### config.mk
export PLATFORM = sky130hd
export DESIGN_NAME = ddr_port_arb
export DESIGN_NICKNAME = d
export VERILOG_FILES = /design/src/rtl/ddr_port_arb.sv
export SDC_FILE = /design/constraint.sdc
export NUM_CORES = 1
export LEC_CHECK = 0
export ABC_AREA = 1
export ABC_CLOCK_PERIOD_IN_PS = 3900
export CAP_MARGIN = 20
export CORE_UTILIZATION = 55
export CTS_CLUSTER_DIAMETER = 30
export DETAILED_ROUTE_END_ITERATION = 8
export DONT_BUFFER_PORTS = 1
export PLACE_DENSITY_LB_ADDON = 0.3
export SYNTH_ARGS = -nofsm -noshare
export SYNTH_HDL_FRONTEND = slang
export SYNTH_SLANG_ARGS = --single-unit
### constraint.sdc
create_clock -name clk_50m -period 3.9 [get_ports clk_50m]
set_input_delay 0.39 -clock clk_50m [delete_from_list [all_inputs] [get_ports clk_50m]]
set_output_delay 0.39 -clock clk_50m [all_outputs]
set_load 0.03 [all_outputs]
### src/rtl/ddr_port_arb.sv
// ddr_port_arb
//   Two-client burst arbiter in front of a DDR3 controller's write/read FIFO
//   port. One client at a time owns the port for a whole burst. Grants go
//   round-robin. Bursts are counted beat by beat against the length latched
//   at grant time. The arbiter parks in WAIT_INIT until DDR3 calibration is
//   reported done, and it falls back there whenever calibration is lost.
//
// Ports
//   clk_50m, rst          : single clock (rising edge), async active-high reset
//   ddr3_init_done        : calibration done, asynchronous, synchronised here
//   cK_req/cK_wr/cK_len   : client K burst request, direction (1=write), beats
//   cK_wdata              : client K write data, forwarded combinationally
//   cK_gnt                : client K owns the port (WRITE/READ/DRAIN/DONE)
//   cK_pull               : client K write beat consumed this cycle
//   cK_rdata/cK_rvalid    : client K read beat, registered one cycle after rd_en
//   cK_done               : one-cycle burst-complete pulse
//   wr_en/wr_data/wr_full : DDR write FIFO port
//   rd_en/rd_data/rd_empty: DDR read FIFO port (rd_data valid alongside rd_en)
module ddr_port_arb #(
    parameter int DW = 16,
    parameter int LW = 10
) (
    input  logic          clk_50m,
    input  logic          rst,
    input  logic          ddr3_init_done,
    input  logic          c0_req,
    input  logic          c0_wr,
    input  logic [LW-1:0] c0_len,
    input  logic [DW-1:0] c0_wdata,
    output logic          c0_gnt,
    output logic          c0_pull,
    output logic [DW-1:0] c0_rdata,
    output logic          c0_rvalid,
    output logic          c0_done,
    input  logic          c1_req,
    input  logic          c1_wr,
    input  logic [LW-1:0] c1_len,
    input  logic [DW-1:0] c1_wdata,
    output logic          c1_gnt,
    output logic          c1_pull,
    output logic [DW-1:0] c1_rdata,
    output logic          c1_rvalid,
    output logic          c1_done,
    output logic          wr_en,
    output logic [DW-1:0] wr_data,
    input  logic          wr_full,
    output logic          rd_en,
    input  logic [DW-1:0] rd_data,
    input  logic          rd_empty
);

    typedef enum logic [2:0] {
        S_WAIT_INIT = 3'd0,
        S_IDLE      = 3'd1,
        S_WRITE     = 3'd2,
        S_READ      = 3'd3,
        S_DRAIN     = 3'd4,
        S_DONE      = 3'd5
    } state_t;

    localparam logic [LW-1:0] LEN_ONE  = {{(LW-1){1'b0}}, 1'b1};
    localparam logic [LW-1:0] LEN_ZERO = {LW{1'b0}};
    localparam logic [DW-1:0] DAT_ZERO = {DW{1'b0}};

    state_t        r_state;
    state_t        w_next_state;
    logic          r_init_meta;
    logic          r_init;
    logic          r_owner;      // 0 = client 0, 1 = client 1
    logic          r_wr;
    logic [LW-1:0] r_len;
    logic [LW-1:0] r_cnt;
    logic          r_last;       // last client to complete a burst
    logic          r_c0_rvalid;
    logic          r_c1_rvalid;
    logic [DW-1:0] r_c0_rdata;
    logic [DW-1:0] r_c1_rdata;

    logic          w_elig0;
    logic          w_elig1;
    logic          w_pick;
    logic          w_pick_wr;
    logic [LW-1:0] w_pick_len;
    logic          w_grant;
    logic          w_last_beat;
    logic          w_wbeat;
    logic          w_rbeat;
    logic          w_active;
    logic          w_c0_gnt;
    logic          w_c1_gnt;
    logic          w_c0_pull;
    logic          w_c1_pull;
    logic          w_c0_done;
    logic          w_c1_done;
    logic [DW-1:0] w_wr_data;

    // Two-flop synchroniser for the calibration-done flag
    always_ff @(posedge clk_50m or posedge rst) begin
        if (rst) begin
            r_init_meta <= 1'b0;
            r_init      <= 1'b0;
        end else begin
            r_init_meta <= ddr3_init_done;
            r_init      <= r_init_meta;
        end
    end

    // Eligibility and round-robin pick; zero-length requests are never eligible
    always_comb begin
        w_elig0 = c0_req && (c0_len != LEN_ZERO);
        w_elig1 = c1_req && (c1_len != LEN_ZERO);
        if (w_elig0 && w_elig1) begin
            w_pick = ~r_last;
        end else begin
            w_pick = w_elig1;
        end
        w_pick_wr   = w_pick ? c1_wr  : c0_wr;
        w_pick_len  = w_pick ? c1_len : c0_len;
        w_grant     = (r_state == S_IDLE) && r_init && (w_elig0 || w_elig1);
        w_last_beat = (r_cnt == (r_len - LEN_ONE));
    end

    // FSM state register
    always_ff @(posedge clk_50m or posedge rst) begin
        if (rst) begin
            r_state <= S_WAIT_INIT;
        end else begin
            r_state <= w_next_state;
        end
    end

    // FSM next-state logic; losing calibration anywhere returns to WAIT_INIT
    always_comb begin
        w_next_state = r_state;
        case (r_state)
            S_WAIT_INIT: begin
                if (r_init) w_next_state = S_IDLE;
                else        w_next_state = S_WAIT_INIT;
            end
            S_IDLE: begin
                if (!r_init)      w_next_state = S_WAIT_INIT;
                else if (w_grant) w_next_state = w_pick_wr ? S_WRITE : S_READ;
                else              w_next_state = S_IDLE;
            end
            S_WRITE: begin
                if (!r_init)                     w_next_state = S_WAIT_INIT;
                else if (w_wbeat && w_last_beat) w_next_state = S_DONE;
                else                             w_next_state = S_WRITE;
            end
            S_READ: begin
                if (!r_init)                     w_next_state = S_WAIT_INIT;
                else if (w_rbeat && w_last_beat) w_next_state = S_DRAIN;
                else                             w_next_state = S_READ;
            end
            S_DRAIN: begin
                if (!r_init) w_next_state = S_WAIT_INIT;
                else         w_next_state = S_DONE;
            end
            S_DONE: begin
                if (!r_init) w_next_state = S_WAIT_INIT;
                else         w_next_state = S_IDLE;
            end
            default: w_next_state = S_WAIT_INIT;
        endcase
    end

    // FSM outputs; every port strobe is also gated by init so an abort is clean
    always_comb begin
        w_wbeat   = (r_state == S_WRITE) && r_wr && r_init && !wr_full;
        w_rbeat   = (r_state == S_READ) && !r_wr && r_init && !rd_empty;
        w_active  = r_init && ((r_state == S_WRITE) || (r_state == S_READ) ||
                               (r_state == S_DRAIN) || (r_state == S_DONE));
        w_c0_gnt  = w_active && !r_owner;
        w_c1_gnt  = w_active && r_owner;
        w_c0_pull = w_wbeat && !r_owner;
        w_c1_pull = w_wbeat && r_owner;
        w_c0_done = r_init && (r_state == S_DONE) && !r_owner;
        w_c1_done = r_init && (r_state == S_DONE) && r_owner;
        if (w_wbeat) begin
            w_wr_data = r_owner ? c1_wdata : c0_wdata;
        end else begin
            w_wr_data = DAT_ZERO;
        end
    end

    // Burst context: owner, direction, length, beat counter, last-granted
    always_ff @(posedge clk_50m or posedge rst) begin
        if (rst) begin
            r_owner <= 1'b0;
            r_wr    <= 1'b0;
            r_len   <= LEN_ZERO;
            r_cnt   <= LEN_ZERO;
            r_last  <= 1'b1;
        end else begin
            if (w_grant) begin
                r_owner <= w_pick;
                r_wr    <= w_pick_wr;
                r_len   <= w_pick_len;
                r_cnt   <= LEN_ZERO;
            end else if (w_wbeat || w_rbeat) begin
                r_cnt   <= r_cnt + LEN_ONE;
            end else begin
                r_cnt   <= r_cnt;
            end
            // An aborted burst does not count as served
            if ((r_state == S_DONE) && r_init) begin
                r_last <= r_owner;
            end else begin
                r_last <= r_last;
            end
        end
    end

    // Read return path: capture rd_data with rd_en, present it next cycle
    always_ff @(posedge clk_50m or posedge rst) begin
        if (rst) begin
            r_c0_rvalid <= 1'b0;
            r_c1_rvalid <= 1'b0;
            r_c0_rdata  <= DAT_ZERO;
            r_c1_rdata  <= DAT_ZERO;
        end else begin
            r_c0_rvalid <= w_rbeat && !r_owner;
            r_c1_rvalid <= w_rbeat && r_owner;
            if (w_rbeat && !r_owner) r_c0_rdata <= rd_data;
            else                     r_c0_rdata <= r_c0_rdata;
            if (w_rbeat && r_owner)  r_c1_rdata <= rd_data;
            else                     r_c1_rdata <= r_c1_rdata;
        end
    end

    assign c0_gnt    = w_c0_gnt;
    assign c1_gnt    = w_c1_gnt;
    assign c0_pull   = w_c0_pull;
    assign c1_pull   = w_c1_pull;
    assign c0_done   = w_c0_done;
    assign c1_done   = w_c1_done;
    assign c0_rvalid = r_c0_rvalid;
    assign c1_rvalid = r_c1_rvalid;
    assign c0_rdata  = r_c0_rdata;
    assign c1_rdata  = r_c1_rdata;
    assign wr_en     = w_wbeat;
    assign rd_en     = w_rbeat;
    assign wr_data   = w_wr_data;

endmodule

==> flow_metrics.env, run 1 <==
export IMPL_drt_wl_total_um=7370
export IMPL_status="complete, no violations"
export IMPL_min_path_type="primary input to async pin"
export IMPL_hold_ws_ns=0.0610
export IMPL_h_tree_depth=3
export IMPL_fmax_mhz=383
export IMPL_drv_cap=0
export IMPL_vias_per_cell=5.67
export IMPL_start_kind="register"
export IMPL_fin_setup_tns_ns=0
export IMPL_dieArea_um2=6640
export IMPL_cts_tree="done"
export IMPL_first_iter_violations=148
export IMPL_ir_drop_uv=515
export IMPL_fin_nets=456
export IMPL_ys_seq_elements=62
export IMPL_die_x_um=81.5
export IMPL_tightest_slew_ns=0.732
export IMPL_post_route_period_util_pct=66.9
export IMPL_cts_buffers=9
export IMPL_wl_per_cell_um=16.1
export IMPL_p_per_area_nw_per_um2=742
export IMPL_portBuffers=0
export IMPL_syn_cell_area_um2=3480
export IMPL_rr_worst_depth=11
export IMPL_grt_max_degree=39
export IMPL_final_antenna_net_count=0
export IMPL_hold_buffers=0
export IMPL_syn_nets=453
export IMPL_drv_slew=0
export IMPL_synth_distinct_cells=33
export IMPL_vias=2591
export IMPL_drc=0
export IMPL_diodes=0
export IMPL_pin_count=135
export IMPL_die_height_um=81.5
export IMPL_cts_max_path_buffers=2
export IMPL_pre_cts_ws_ns=1.66
export IMPL_path_clk_slew_ns=0.06
export IMPL_path_max_fanout=17
export IMPL_ys_seq_area_share_pct=44.7
export IMPL_gr_total_overflow=0
export IMPL_detailed_place_hpwl_um=5570
export IMPL_crit_arrival_ns=2.22
export IMPL_p_leak_nw=1.82
export IMPL_track_usage_pct=23.0
export IMPL_syn_area_per_cell_um2=9.30
export IMPL_fin_ws_ns=1.29
export IMPL_required_ns=3.51
export IMPL_cp_end_kind="output port"
export IMPL_globalplace_congestion=0.850
export IMPL_grt_pass1_wl_um=11000
export IMPL_area_growth_pct=6.23
export IMPL_first_pass_iters=4
export IMPL_fp_row_count=28
export IMPL_crit_type="register to output port"
export IMPL_clock_skew_ns=0.00697
export IMPL_final_setup_viol_count=0
export IMPL_cts_sinks=62
export IMPL_clk_latency_ns=0.34
export IMPL_cts_resized=0
export IMPL_cts_root_buffer="clkbuf_8"
export IMPL_grt_pass1_vias=2354
export IMPL_finalHoldViolations=0
export IMPL_yosys_warnings=0
export IMPL_rsz0062_at_grt="no"
export IMPL_synthCells=374
export IMPL_antenna_found_initial=0
export IMPL_max_slew_margin_rel_pct=51.1
export IMPL_coreArea_um2=6030
export IMPL_drive_gt1_share_pct=16.8
export IMPL_postCtsSetupRepairBufs=0
export IMPL_fin_crit_ns=2.61
export IMPL_initial_core_util_pct=57.7
[worst max-delay path: stages (launching register included)]
cell and delay [ns]:
dfrtp_1 0.41, or2_4 0.29, nor3_4 0.18, nand2_4 0.13, nor2_4 0.43, a22o_1 0.44
[worst paths after layout]
path | end | startpoint | slack, ns
hold / removal | c1_rdata[10] | rst | 0.06
max in group asynchronous | r_cnt[4] | rst | 3.02
min in group clk_50m | r_init_meta | ddr3_init_done | 0.08
setup / recovery | wr_data[9] | r_state[2] | 1.29
hold reg to reg | r_init | r_init_meta | 0.35
setup reg to reg | r_state[1] | r_len[0] | 1.95
[layer usage]
metal	part of all wire, %	GRT usage (%)	vias to the layer above
li1	-	-	1241
met1	43	30.1	1261
met2	48	34.3	83
met3	8.4	9.89	6
met4	0.72	6.96	0
met5	0	0	-
[synth_stat cells]
cell type | count | area share [%]
nor2_4 | 3 | 0.97
buf_2 | 3 | 0.43
a21boi_0 | 1 | 0.22
nor3_1 | 3 | 0.43
mux2_4 | 18 | 7.8
nor3_4 | 1 | 0.47
mux2_2 | 14 | 4.5
nand3_1 | 24 | 3.5
nand2_1 | 64 | 6.9
or2_4 | 1 | 0.25
nor2_8 | 2 | 1.2
buf_6 | 2 | 0.65
o21ai_1 | 3 | 0.43
xnor2_1 | 4 | 1.0
dfstp_2 | 1 | 0.76
dfrtp_1 | 61 | 44
inv_4 | 1 | 0.18
inv_1 | 43 | 4.6
clkbuf_2 | 2 | 0.29
nand4_1 | 5 | 0.90
nand2_2 | 1 | 0.18
ha_1 | 2 | 0.72
nor2_1 | 45 | 4.9
o21ai_0 | 24 | 3.5
nand3_2 | 1 | 0.29
buf_12 | 2 | 1.2
buf_4 | 1 | 0.22
o22ai_1 | 4 | 0.72
xor2_1 | 6 | 1.5
a21oi_1 | 12 | 1.7
nand2_8 | 2 | 1.2
nand2_4 | 2 | 0.65
a22o_1 | 16 | 4.0
[per-stage QoR]
stage	util, %	total power, mW	instances	instance area (µm²)
3_3_place_gp	57.9	2.15	441	3490
4_1_cts	61.3	2.76	457	3690
6_report	61.3	2.74	457	3690
2_1_floorplan	-	2.02	374	3480
3_5_place_dp	57.9	2.18	441	3490
5_1_grt	61.3	2.91	457	3690
[logic make-up after synthesis]
| group | synth area share, % |
|---|---|
| buf+inv | 7.56 |
| compound gates | 10.6 |
| simple gates | 21.7 |
| mux | 12.3 |
| fa+ha+maj | 0.720 |
| flops | 44.7 |
| xor+xnor | 2.52 |
[area by class of cell]
type,count,area (µm²)
clock inverter,3,43.8
timing repair buffer,2,15.0
inverter,44,168
clock buffer,13,159
multi-input combinational,258,1660
tap,75,93.8
fill,534,2330
sequential,62,1550
[layout by cell type (no fill, tap or decap), drive strengths merged, types with 12 or more instances in the layout]
| cell type | n |
|---|---|
| a21oi | 12 |
| a22o | 16 |
| clkbuf | 13 |
| dfrtp | 61 |
| inv | 44 |
| mux2 | 32 |
| nand2 | 69 |
| nand3 | 25 |
| nor2 | 50 |
| o21ai | 27 |
[power by group]
part           leakage [nW]  internal (mW)  switching [mW]
clock network         0.104          0.331           0.240
registers             0.817          0.874           0.510
logic                 0.903          0.359           0.426
total                  1.82           1.56            1.18
[sequential cells by signal, indices dropped and copies added, names as in the netlist]
register	count
r_state	3
r_last	1
r_owner	1
c1_rdata	16
c0_rdata	16
r_wr	1
c0_rvalid	1
r_init_meta	1
r_len	10
r_cnt	10
r_init	1
c1_rvalid	1
No activity file was read; power rests on OpenSTA's default activity.
==> run 2, diff against run 1 <==
Settings changed: ABC_CLOCK_PERIOD_IN_PS 3900 to 2200.
Clock period 3.9 ns to 2.2 ns, I/O delays scaled along.
==> flow_metrics.env, run 2 (same netlist as run 1, synthesis figures left out) <==
export IMPL_status="complete, no violations"
export IMPL_comb_power_share_pct=29.0
export IMPL_start_kind="register"
export IMPL_cp_end_kind="output port"
export IMPL_crit_path_cell_trace="or2_4 -> nor3_4 -> nand2_4 -> nor2_4 -> buf_12 -> a22o_4"
export IMPL_crit_arrival_ns=1.91
export IMPL_drive_gt1_share_pct=22.7
export IMPL_hold_end="c1_rdata[3]"
export IMPL_r2r_end="r_state[1]"
export IMPL_first_iter_violations=169
export IMPL_p_per_area_nw_per_um2=1270
export IMPL_detailed_place_hpwl_um=5760
export IMPL_tightest_slew_ns=0.605
export IMPL_drv_cap=0
export IMPL_crit_type="register to output port"
export IMPL_dieArea_um2=6640
export IMPL_globalplace_congestion=0.884
export IMPL_vias_per_cell=5.62
export IMPL_rr_worst_depth=8
export IMPL_die_height_um=81.5
export IMPL_final_setup_viol_count=0
export IMPL_mostFrequentLayoutCell="nand2_1"
export IMPL_fin_nets=466
export IMPL_min_path_type="primary input to register"
export IMPL_max_slew_margin_rel_pct=59.5
export IMPL_post_route_period_util_pct=96.9
export IMPL_coreArea_um2=6030
export IMPL_stdcell_area_um2=3970
export IMPL_grt_pass1_vias=2524
export IMPL_regToRegSetupSlack_ns=0.30
export IMPL_p_leak_nw=1.99
export IMPL_vias=2623
export IMPL_r2r_start="r_state[2]"
export IMPL_rsz0062_at_grt="yes"
export IMPL_max_stage_delay_ns=0.41
export IMPL_path_max_fanout=17
export IMPL_drc=0
export IMPL_die_x_um=81.5
export IMPL_final_antenna_net_count=0
export IMPL_fp_row_count=28
export IMPL_drt_wl_total_um=7990
export IMPL_finalHoldViolations=0
export IMPL_initial_core_util_pct=57.7
export IMPL_grt_util_met3_pct=8.00
export IMPL_grt_pass1_wl_um=11900
export IMPL_area_growth_pct=14.2
export IMPL_placed_area_um2=3530
export IMPL_required_ns=1.98
export IMPL_grt_use_met2_pct=38.4
export IMPL_hold_ws_ns=0.0189
export IMPL_gr_total_overflow=0
export IMPL_worst_path_max_delay_cell="dfrtp_1"
export IMPL_path_clk_slew_ns=0.07
export IMPL_fin_util_pct=65.9
export IMPL_cts_buffers=9
export IMPL_use_met1_pct=32.4
export IMPL_clk_latency_ns=0.34
export IMPL_switching_share_pct=42.9
export IMPL_finalPower_mw=5.03
export IMPL_diodes=0
export IMPL_cts_sinks=62
export IMPL_drv_slew=0
export IMPL_cts_tree="done"
export IMPL_holdPathStages=1
export IMPL_wl_per_cell_um=17.1
export IMPL_hold_start="rd_data[3]"
export IMPL_p_clk_share_pct=22.2
export IMPL_portBuffers=0
export IMPL_cts_root_buffer="clkbuf_8"
export IMPL_h_tree_depth=3
export IMPL_clock_skew_ns=0.00669
export IMPL_first_pass_iters=4
export IMPL_grt_max_degree=36
export IMPL_antenna_found_initial=0
export IMPL_fmax_mhz=469
export IMPL_fin_crit_ns=2.13
export IMPL_ir_drop_uv=922
export IMPL_track_usage_pct=24.7
export IMPL_layout_common_cells="nand2_1, dfrtp_1, nor2_1"
export IMPL_top_usage_layer="met2"
export IMPL_p_switching_mw=2.16
export IMPL_cts_max_path_buffers=2
export IMPL_power_frac_seq_pct=48.8
export IMPL_pin_count=135
export IMPL_p_int_mw=2.87
## run 2: cell count changes in the layout (fill, tap and decap cells not counted)
cell           change
a22o_1            -16
bufinv_16          +1
inv_6              +2
clkinv_2           -1
buf_12             +3
clkinvlp_4         +1
dlygate4sd3_1      +2
clkbuf_1           -1
clkbuf_8           -2
buf_4              +5
a22o_4            +16
## run 2: power groups by stage
stage	registers (mW)	logic (mW)	clock network (mW)
final	2.46	1.46	1.11
after global routing	2.50	1.64	1.18
after CTS	2.46	1.42	1.14
after detailed placement	2.46	1.41	0
after global placement	2.46	1.36	0
after floorplan	2.33	1.24	0
## run 2: cell type report
| class | count | area (µm²) |
|---|---|---|
| Timing Repair Buffer | 12 | 133 |
| Tap cell | 75 | 93.8 |
| Fill cell | 471 | 2060 |
| Multi-Input combinational cell | 258 | 1800 |
| Inverter | 44 | 168 |
| Sequential cell | 62 | 1550 |
| Clock buffer | 10 | 128 |
| Clock inverter | 6 | 93.8 |
## run 2: worst max-delay path by stage
| stage | end | start | slack [ns] |
|---|---|---|---|
| detailed placement | wr_data[9] | r_state[1] | 0.27 |
| global placement | wr_data[8] | r_state[1] | 0.31 |
| floorplan | wr_data[10] | r_state[2] | 0.37 |
| CTS | wr_data[9] | r_state[1] | 0.04 |
| finish | wr_data[9] | r_state[2] | 0.07 |
| global route | wr_data[9] | r_state[1] | -0.02 |
## run 2: critical path, delay by kind of cell, from the launching register on
family / cells / cell delay, ns
buffers and inverters: 1 / 0.18
and+or+nand+nor: 4 / 0.76
DFF: 1 / 0.41
AOI/OAI and AO/OA: 1 / 0.21
## run 2: timing repair
action / CTS / global route
buffers inserted: 2 / 3
setup endpoints to repair: 16 / 16
pin swaps: 2 / 1
hold buffers: 2 / 0
hold endpoints to repair: 28 / 0
gates resized for setup: 16 / 16
## run 2: routing by layer
layer	share of wire [%]	wire [µm]
met5	0	0
met4	1.1	91
met3	7.4	588
met2	49	3930
met1	42	3380
## run 2: stage by stage
step | setup slack [ns] | instances | setup TNS (ns)
4_1_cts | 0.0433 | 464 | 0
5_1_grt | -0.0231 | 467 | -0.271
3_5_place_dp | 0.274 | 444 | 0
2_1_floorplan | 0.367 | 374 | 0
6_report | 0.0680 | 467 | 0
3_3_place_gp | 0.307 | 444 | 0
==> run 3, diff against run 2 <==
Settings changed: REMOVE_ABC_BUFFERS from default to 1.
==> flow_metrics.env, run 3 (same netlist as run 1, synthesis figures left out) <==
export IMPL_status="finished with violations"
export IMPL_violations="negative hold slack"
export IMPL_area_growth_pct=10.0
export IMPL_tightest_slew_ns=0.763
export IMPL_top_layer_used="met4"
export IMPL_cts_root_buffer="clkbuf_8"
export IMPL_clk_latency_ns=0.34
export IMPL_crit_type="register to output port"
export IMPL_path_clk_slew_ns=0.07
export IMPL_min_path_type="primary input to async pin"
export IMPL_vias_per_cell=5.57
export IMPL_globalplace_congestion=0.796
export IMPL_max_stage_delay_ns=0.41
export IMPL_crit_path_cell_trace="or2_4 -> nor3_4 -> nand2_4 -> nor2_4 -> buf_12 -> a22o_2"
export IMPL_max_slew_margin_rel_pct=49.2
export IMPL_cts_tree="done"
export IMPL_cts_buffers=9
export IMPL_first_pass_iters=4
export IMPL_gr_total_overflow=0
export IMPL_required_ns=1.98
export IMPL_stdcell_area_um2=3820
export IMPL_pin_count=135
export IMPL_fin_setup_tns_ns=0
export IMPL_wl_per_cell_um=16.1
export IMPL_layout_common_cells="nand2_1, dfrtp_1, nor2_1"
export IMPL_hold_ws_ns=-0.0112
export IMPL_diodes=0
export IMPL_portBuffers=0
export IMPL_cp_end_kind="output port"
export IMPL_grt_max_degree=63
export IMPL_p_per_area_nw_per_um2=1290
export IMPL_antenna_found_initial=0
export IMPL_grt_pass1_vias=2482
export IMPL_start_kind="register"
export IMPL_dieArea_um2=6640
export IMPL_cts_max_path_buffers=2
export IMPL_drv_slew=0
export IMPL_rsz0062_at_grt="yes"
export IMPL_fmax_mhz=463
export IMPL_finalPower_mw=4.95
export IMPL_coreArea_um2=6030
export IMPL_drc=0
export IMPL_path_delay_family="simple AND/OR/NAND/NOR gates"
export IMPL_drv_cap=0
export IMPL_post_route_period_util_pct=98.1
export IMPL_h_tree_depth=3
export IMPL_path_max_fanout=16
export IMPL_clock_skew_ns=0.00456
export IMPL_die_x_um=81.5
export IMPL_drt_wl_total_um=7480
export IMPL_placed_area_um2=3520
export IMPL_mostFrequentLayoutCell="nand2_1"
export IMPL_die_height_um=81.5
export IMPL_wl_met3_um=525
export IMPL_track_usage_pct=23.0
export IMPL_initial_core_util_pct=57.7
export IMPL_fp_row_count=28
export IMPL_ir_drop_uv=943
export IMPL_p_leak_nw=1.89
export IMPL_crit_arrival_ns=1.94
export IMPL_fin_nets=464
export IMPL_grt_pass1_wl_um=11300
export IMPL_m1WireLength_um=3470
export IMPL_path_buf_inv=1
export IMPL_fin_crit_ns=2.16
export IMPL_worst_path_max_delay_cell="dfrtp_1"
export IMPL_final_setup_viol_count=0
export IMPL_vias=2591
export IMPL_drive_gt1_share_pct=22.8
export IMPL_final_antenna_net_count=0
export IMPL_cts_sinks=62
export IMPL_first_iter_violations=124
export IMPL_finalHoldViolations=37
export IMPL_dr_wl_met2_um=3370
export IMPL_detailed_place_hpwl_um=5400
run 3: through the flow:
stage	setup slack, ns	hold WS (ns)	utilization [%]	std cells
floorplan	0.283	0.251	-	364
global placement	0.342	0.252	58.4	445
detailed placement	0.259	0.251	58.4	445
CTS	0.0658	0.00836	63.4	465
global route	-0.0655	0.0132	63.5	465
finish	0.0424	-0.0112	63.5	465
run 3: layout make-up:
cell class,instances,area [µm²]
sequential,62,1550
clock buffer,12,165
multi-input combinational,258,1690
fill,509,2200
tap,75,93.8
inverter,44,168
timing repair buffer,10,103
clock inverter,4,53.8
run 3: report_power, final:
group | internal, mW | total, mW | leakage, nW | switching [mW]
registers | 1.55 | 2.43 | 0.817 | 0.886
clock network | 0.618 | 1.08 | 0.105 | 0.462
logic | 0.656 | 1.44 | 0.964 | 0.779
run 3: metal layers:
metal,up-vias,track usage (%)
met3,10,5.44
met4,0,10.2
met1,1232,31.3
met2,96,34.8
met5,-,0
li1,1253,-
run 3: worst reg2reg max path, stage by stage, from the launching register on:
cell and delay [ns]:
dfrtp_1 0.39, inv_1 0.09, ha_1 0.24, nand2_1 0.13, o21ai_0 0.25, nand2_1 0.08, nand2_1 0.06, nand2_1 0.05
nor2_1 0.18, nand3_1 0.13, nand2_1 0.08, nand3_1 0.07
run 3: final timing paths:
kind / slack [ns] / depth (start not counted) / endpoint / from
max in group asynchronous: 1.72 / 2 / r_len[4] / rst
setup / recovery: 0.04 / 6 / wr_data[9] / r_state[2]
hold reg to reg: 0.35 / 0 / r_init / r_init_meta
setup reg to reg: 0.33 / 11 / r_state[1] / r_len[0]
hold / removal: -0.01 / 2 / c1_rdata[15] / rst
min in group clk_50m: 0.02 / 1 / c0_rdata[2] / rd_data[2]
run 3: timing repair:
item / 4_1_cts / 5_1_grt
hold buffers: 1 / 0
endpoints found under the hold margin: 1 / 0
pin swaps: 2 / 0
setup endpoints to repair: 16 / 16
gates resized for setup: 16 / 1
buffers inserted: 3 / 0
gates cloned: 0 / 0
